<file path="config.mk">
export PLATFORM = sky130hd
export DESIGN_NAME = pci_bus_arbiter
export DESIGN_NICKNAME = d
export VERILOG_FILES = /design/src/rtl/pci_arb_pkg.sv /design/src/rtl/pci_bus_arbiter_rr_priority_pick.sv /design/src/rtl/pci_bus_arbiter.sv
export SDC_FILE = /design/constraint.sdc
export NUM_CORES = 1
export LEC_CHECK = 0
export ABC_AREA = 1
export CAP_MARGIN = 0
export CORE_MARGIN = 1
export CORE_UTILIZATION = 45
export CTS_BUF_LIST = sky130_fd_sc_hd__clkbuf_4
export DETAILED_ROUTE_END_ITERATION = 8
export PLACE_DENSITY = 0.67
export SKIP_CTS_REPAIR_TIMING = 1
export SYNTH_ARGS = -nofsm -noshare
export SYNTH_HDL_FRONTEND = slang
export SYNTH_SLANG_ARGS = --single-unit
</file>
<file path="constraint.sdc">
create_clock -name clk -period 1.95 [get_ports clk]
set_input_delay 0.4875 -clock clk [delete_from_list [all_inputs] [get_ports clk]]
set_output_delay 0.4875 -clock clk [all_outputs]
set_load 0.02 [all_outputs]
</file>
<file path="src/rtl/pci_arb_pkg.sv">
// Shared types and helpers for the PCI bus arbiter.
package pci_arb_pkg;

  localparam int ARB_TIMEOUT_DEF = 16;
  localparam int MAX_MASTERS     = 8;

  typedef enum logic [2:0] {
    ST_IDLE  = 3'd0,
    ST_GRANT = 3'd1,
    ST_BUSY  = 3'd2,
    ST_GAP   = 3'd3,
    ST_PARK  = 3'd4
  } arb_state_t;

  // Bus is idle when neither FRAME_ nor IRDY_ is asserted.
  function automatic logic bus_idle(input logic frame_n, input logic irdy_n);
    return frame_n & irdy_n;
  endfunction

endpackage

</file>
<file path="src/rtl/pci_bus_arbiter_rr_priority_pick.sv">
// Combinational round-robin picker: first requester after last_winner, wrapping.
module rr_priority_pick
  import pci_arb_pkg::*;
#(
  parameter int N_MASTERS = 4,
  parameter int W         = $clog2(N_MASTERS)
) (
  input  logic [N_MASTERS-1:0] req,
  input  logic [W-1:0]         last_winner,
  output logic [W-1:0]         winner,
  output logic                 any_req
);

  int                   idx;
  logic                 found;
  logic [N_MASTERS-1:0] sh;

  always_comb begin
    winner  = '0;
    any_req = |req;
    found   = 1'b0;
    idx     = 0;
    sh      = '0;
    for (int i = 1; i <= N_MASTERS; i++) begin
      idx = int'(last_winner) + i;
      if (idx >= N_MASTERS) idx = idx - N_MASTERS;
      sh = req >> idx;
      if (!found && sh[0]) begin
        found  = 1'b1;
        winner = W'(idx);
      end
    end
  end

endmodule

</file>
<file path="src/rtl/pci_bus_arbiter.sv">
// Central round-robin PCI bus arbiter with one-cycle turnaround gap and grant timeout.
// Optional bus parking is enabled by defining PCI_ARB_PARK_EN.
module pci_bus_arbiter
  import pci_arb_pkg::*;
#(
  parameter int N_MASTERS   = 4,
  parameter int ARB_TIMEOUT = ARB_TIMEOUT_DEF,
  parameter int PARK_MASTER = 0
) (
  input  logic                         clk,
  input  logic                         reset,
  input  logic [N_MASTERS-1:0]         req_,
  input  logic                         FRAME_,
  input  logic                         IRDY_,
  output logic [N_MASTERS-1:0]         gnt_,
  output logic [$clog2(N_MASTERS)-1:0] owner,
  output logic                         owner_vld,
  output logic                         timeout_evt
);

  // state | meaning
  // IDLE  | no grant, waiting for a request
  // GRANT | gnt_[w] low, waiting for w to start; timeout counter runs on idle bus
  // BUSY  | w owns the bus; released on its req_ high or another request
  // GAP   | all grants high for one cycle between owners
  // PARK  | no request pending, PARK_MASTER holds the grant (parking builds only)

  localparam int W  = $clog2(N_MASTERS);
  localparam int CW = $clog2(ARB_TIMEOUT) + 1;
  localparam logic [W-1:0] PARK_IDX = W'(PARK_MASTER);

`ifdef PCI_ARB_PARK_EN
  localparam arb_state_t ST_REST = ST_PARK;
`else
  localparam arb_state_t ST_REST = ST_IDLE;
`endif

  if (N_MASTERS < 2 || N_MASTERS > MAX_MASTERS) begin : g_bad_n
    $error("pci_bus_arbiter: N_MASTERS out of range");
  end

  arb_state_t           state_q, state_d;
  logic [W-1:0]         win_q, win_d;
  logic [W-1:0]         last_q, last_d;
  logic [CW-1:0]        cnt_q, cnt_d;
  logic                 idle_q;
  logic                 to_d;
  logic [N_MASTERS-1:0] req;
  logic [N_MASTERS-1:0] win_oh;
  logic [N_MASTERS-1:0] others;
  logic [W-1:0]         pick;
  logic                 any_req;
  logic                 idle_now;
  logic                 start;

  assign req      = ~req_;
  assign idle_now = bus_idle(FRAME_, IRDY_);
  // A start is FRAME_ asserting on a bus that was idle the previous cycle.
  assign start    = idle_q & ~FRAME_;

  rr_priority_pick #(.N_MASTERS(N_MASTERS), .W(W)) u_pick (
    .req         (req),
    .last_winner (last_q),
    .winner      (pick),
    .any_req     (any_req)
  );

  always_comb begin
    win_oh         = '0;
    win_oh[win_q]  = 1'b1;
    others         = req & ~win_oh;
  end

  always_comb begin
    state_d = state_q;
    win_d   = win_q;
    last_d  = last_q;
    cnt_d   = cnt_q;
    to_d    = 1'b0;
    case (state_q)
      ST_IDLE: begin
        if (any_req) begin
          state_d = ST_GRANT;
          win_d   = pick;
          last_d  = pick;
          cnt_d   = '0;
        end
      end
      ST_GRANT: begin
        if (start) begin
          state_d = ST_BUSY;
        end else if (req_[win_q]) begin
          state_d = ST_GAP;
        end else if (idle_now) begin
          if (cnt_q == CW'(ARB_TIMEOUT - 1)) begin
            state_d = ST_GAP;
            to_d    = 1'b1;
          end else begin
            cnt_d = cnt_q + 1'b1;
          end
        end
      end
      ST_BUSY: begin
        if (req_[win_q] || (|others)) state_d = ST_GAP;
      end
      ST_GAP: begin
        if (any_req) begin
          state_d = ST_GRANT;
          win_d   = pick;
          last_d  = pick;
          cnt_d   = '0;
        end else begin
          state_d = ST_REST;
          win_d   = PARK_IDX;
        end
      end
      ST_PARK: begin
`ifdef PCI_ARB_PARK_EN
        if (start) begin
          state_d = ST_BUSY;
        end else if (|others) begin
          state_d = ST_GAP;
        end
`else
        state_d = ST_IDLE;
`endif
      end
      default: state_d = ST_REST;
    endcase
  end

  // Outputs follow the state one clock later, so GAP shows as one all-high gnt_ cycle.
  always_ff @(posedge clk) begin
    if (reset) begin
      state_q     <= ST_REST;
      win_q       <= PARK_IDX;
      last_q      <= W'(N_MASTERS - 1);
      cnt_q       <= '0;
      idle_q      <= 1'b1;
      gnt_        <= '1;
      owner       <= '0;
      owner_vld   <= 1'b0;
      timeout_evt <= 1'b0;
    end else begin
      state_q     <= state_d;
      win_q       <= win_d;
      last_q      <= last_d;
      cnt_q       <= cnt_d;
      idle_q      <= idle_now;
      timeout_evt <= to_d;
      if (state_q == ST_GRANT || state_q == ST_BUSY || state_q == ST_PARK) begin
        gnt_      <= ~win_oh;
        owner     <= win_q;
        owner_vld <= 1'b1;
      end else begin
        gnt_      <= '1;
        owner_vld <= 1'b0;
      end
    end
  end

endmodule

</file>
==> metrics.txt <==
crit path buf inv count=2; fmax=560 MHz; met2 wire len=1.14 mm; # setup viols final=0; Final Hold Fails=0; fin cells=233; critical path required time=2190 ps; commonest non-fill, non-tap cell in the layout=nand2_1; RSZ-0062 raised after global routing=false; clock skew=3.80 ps; switching pwr=1.07 mW; sequential power share=26.4%; Total GRT Usage=19.9%; Core Util, Final=59.1%; Die X=54.6 microns; Clock Power Share=14.5%; first-pass GRT wire length=4.28 mm; Pint=1.26 mW; vias per cell=5.19; Die Ht=54.6 microns; post-synthesis register bit count=20; nature of the critical path startpoint=flop; Clock Latency Late Sink=300 ps; First DRT Iteration DRCs=39; DR WL/cell=11.2 microns; Max Cap Viol=0; Hold Crit Class=reg -> reg; DRT Wirelength=2.61 mm; TritonCTS clock tree=built; period utilization=91.6%; Port Buffers=15; Sink Count=20; antenna viol nets, final=0; synthesized area=0.00124 sq mm; average size of a mapped cell=6.88 sq um; Crit Path Max Fanout=9; drt first pass iters=4; most frequent cells in the layout=nand2_1, nand3_1, dfxtp_1; Yosys cell types=23; Synth warnings=0; placed cell count=229; Most Frequent Cell on Critical Path=nand3_1; CTS H-tree lvls=1; sequential fraction of the synthesis area=32.2%; DRC viols=0; Row Count=18; pwr dens=1550 mW/mm^2; fillers=250; element type at the critical path end=flop; # diodes=0; clk root buf=clkbuf_4; met3 routed WL=135 microns; routed via count=1210; Slew HR=80.5%; Arr. time, crit path=2030 ps; initial antenna violation count=0; clock tree buffer depth=2; Comb pwr share=59.1%; Synth area leader=dfxtp_1; fin. max-slew vios=0; RD Place Congestion=0.897; delay-heaviest family, CP=simple AND/OR/NAND/NOR gates; Synth Net Count=198; die area=0.00298 sq mm; CTS buffer count=3; VDD IR max=1.03 mV; Initial Util=48.9%; worst-path cell chain=inv_6 -> ha_1 -> inv_1 -> nand3_1 -> nand2_1 -> nor2_2 -> nand3_1 -> nand3_1 -> nand3_1 -> a21oi_1; Pleak=0.696 nW; switching part of the total=45.9%; Final nets=221; Boundary Pins=16; Synth Instances=181; status=finished, final reports clean; dpl hpwl=2.06 mm; slowest CP cell=dfxtp_1; Period minus WS final=1790 ps; DRT met1 WL=1.32 mm; area growth from synthesis to layout=20.8%; top post-synthesis cells by area=dfxtp_1, nand2_1, nand3_1; global route overflow=0; Worst Tran Pin Value=292 ps; top-area cell type share of the netlist area=32.2%; WS Path Type=reg -> reg; Worst path max stage delay=430 ps; layout cells sized above 1=12.8%; core area=0.00254 sq mm; Reg clk slew, reported paths=110 ps; vias in the first global route=990; largest net degree at the start of global routing=13; DR top layer=met4
layer usage:
| metal | track usage [%] | vias to the layer above |
|---|---|---|
| met5 | 0 | - |
| met4 | 2.56 | 0 |
| met3 | 4.17 | 2 |
| met2 | 30.3 | 36 |
| met1 | 28.9 | 542 |
| li1 | - | 630 |
final timing paths:
| kind | from | to | slack [ps] | depth (start not counted) |
|---|---|---|---|---|
| setup / recovery | last_q[0] | win_q[0] | 160 | 10 |
| hold / removal | win_q[0] | gnt_[3] | 490 | 1 |
| setup reg to reg | last_q[0] | win_q[0] | 160 | 10 |
| hold reg to reg | win_q[0] | gnt_[3] | 490 | 1 |
worst register-to-register path: stages (launching register included):
cell	delay (ps)
dfxtp_1	430
inv_6	70
ha_1	350
inv_1	100
nand3_1	100
nand2_1	90
nor2_2	160
nand3_1	120
nand3_1	90
nand3_1	100
a21oi_1	130
state kept, by name, summed over array words and instances, names as in the netlist:
name and count:
win_q 2, last_q 2, timeout_evt 1, idle_q 1
owner_vld 1, gnt_ 4, state_q 2, owner 2
cnt_q 5
per-stage QoR:
step	TNS, ps	setup WS, ps	hold slack (ps)	cell area (sq um)	power (mW)
after floorplan	0	340	431	1240	1.64
after global placement	0	3.72	454	1450	1.98
after detailed placement	-103	-29.5	451	1450	2.00
after CTS	0	195	480	1500	2.33
after global routing	0	11.9	501	1500	2.56
final	0	164	485	1500	2.33
power by group through the flow:
stage          logic [mW]  clock network (mW)  registers, mW
2_1_floorplan       0.983                   0          0.661
3_3_place_gp         1.36                   0          0.621
3_5_place_dp         1.37                   0          0.626
4_1_cts              1.37               0.343          0.617
5_1_grt              1.57               0.360          0.634
6_report             1.38               0.338          0.617
cell families (layout without fill, tap and decap cells):
family | count (synthesis) | count (layout) | synth area share, %
AOI/OAI and AO/OA | 19 | 19 | 8.64
adders and majority gates | 9 | 9 | 9.05
buffers and inverters | 24 | 46 | 8.84
DFF | 20 | 20 | 32.2
and+or+nand+nor | 109 | 109 | 41.3
synth_stat cells:
master and instances:
nand2_1 49, nand3_1 26, dfxtp_1 20, inv_1 19, nor2_1 17, a21oi_1 9
ha_1 9, o21ai_0 5, nand2_4 3, nand4_1 3, nor2_2 3, a21oi_2 2
buf_6 2, nand2_2 2, nand3_2 2, nor3b_1 2, o22ai_1 2, and3_4 1
clkbuf_1 1, inv_2 1, inv_6 1, o211ai_1 1, or2_2 1
cell type report:
cell class | instances | area, sq um | share of cell area, %
clock buffer | 3 | 22.5 | 1.50
timing repair buffer | 21 | 195 | 13.0
sequential | 20 | 400 | 26.6
multi-input combinational | 137 | 734 | 48.8
tap | 30 | 37.5 | 2.50
clock inverter | 1 | 30.0 | 2.00
inverter | 21 | 83.8 | 5.57
Note: power is estimated with default switching activity, not from simulation.
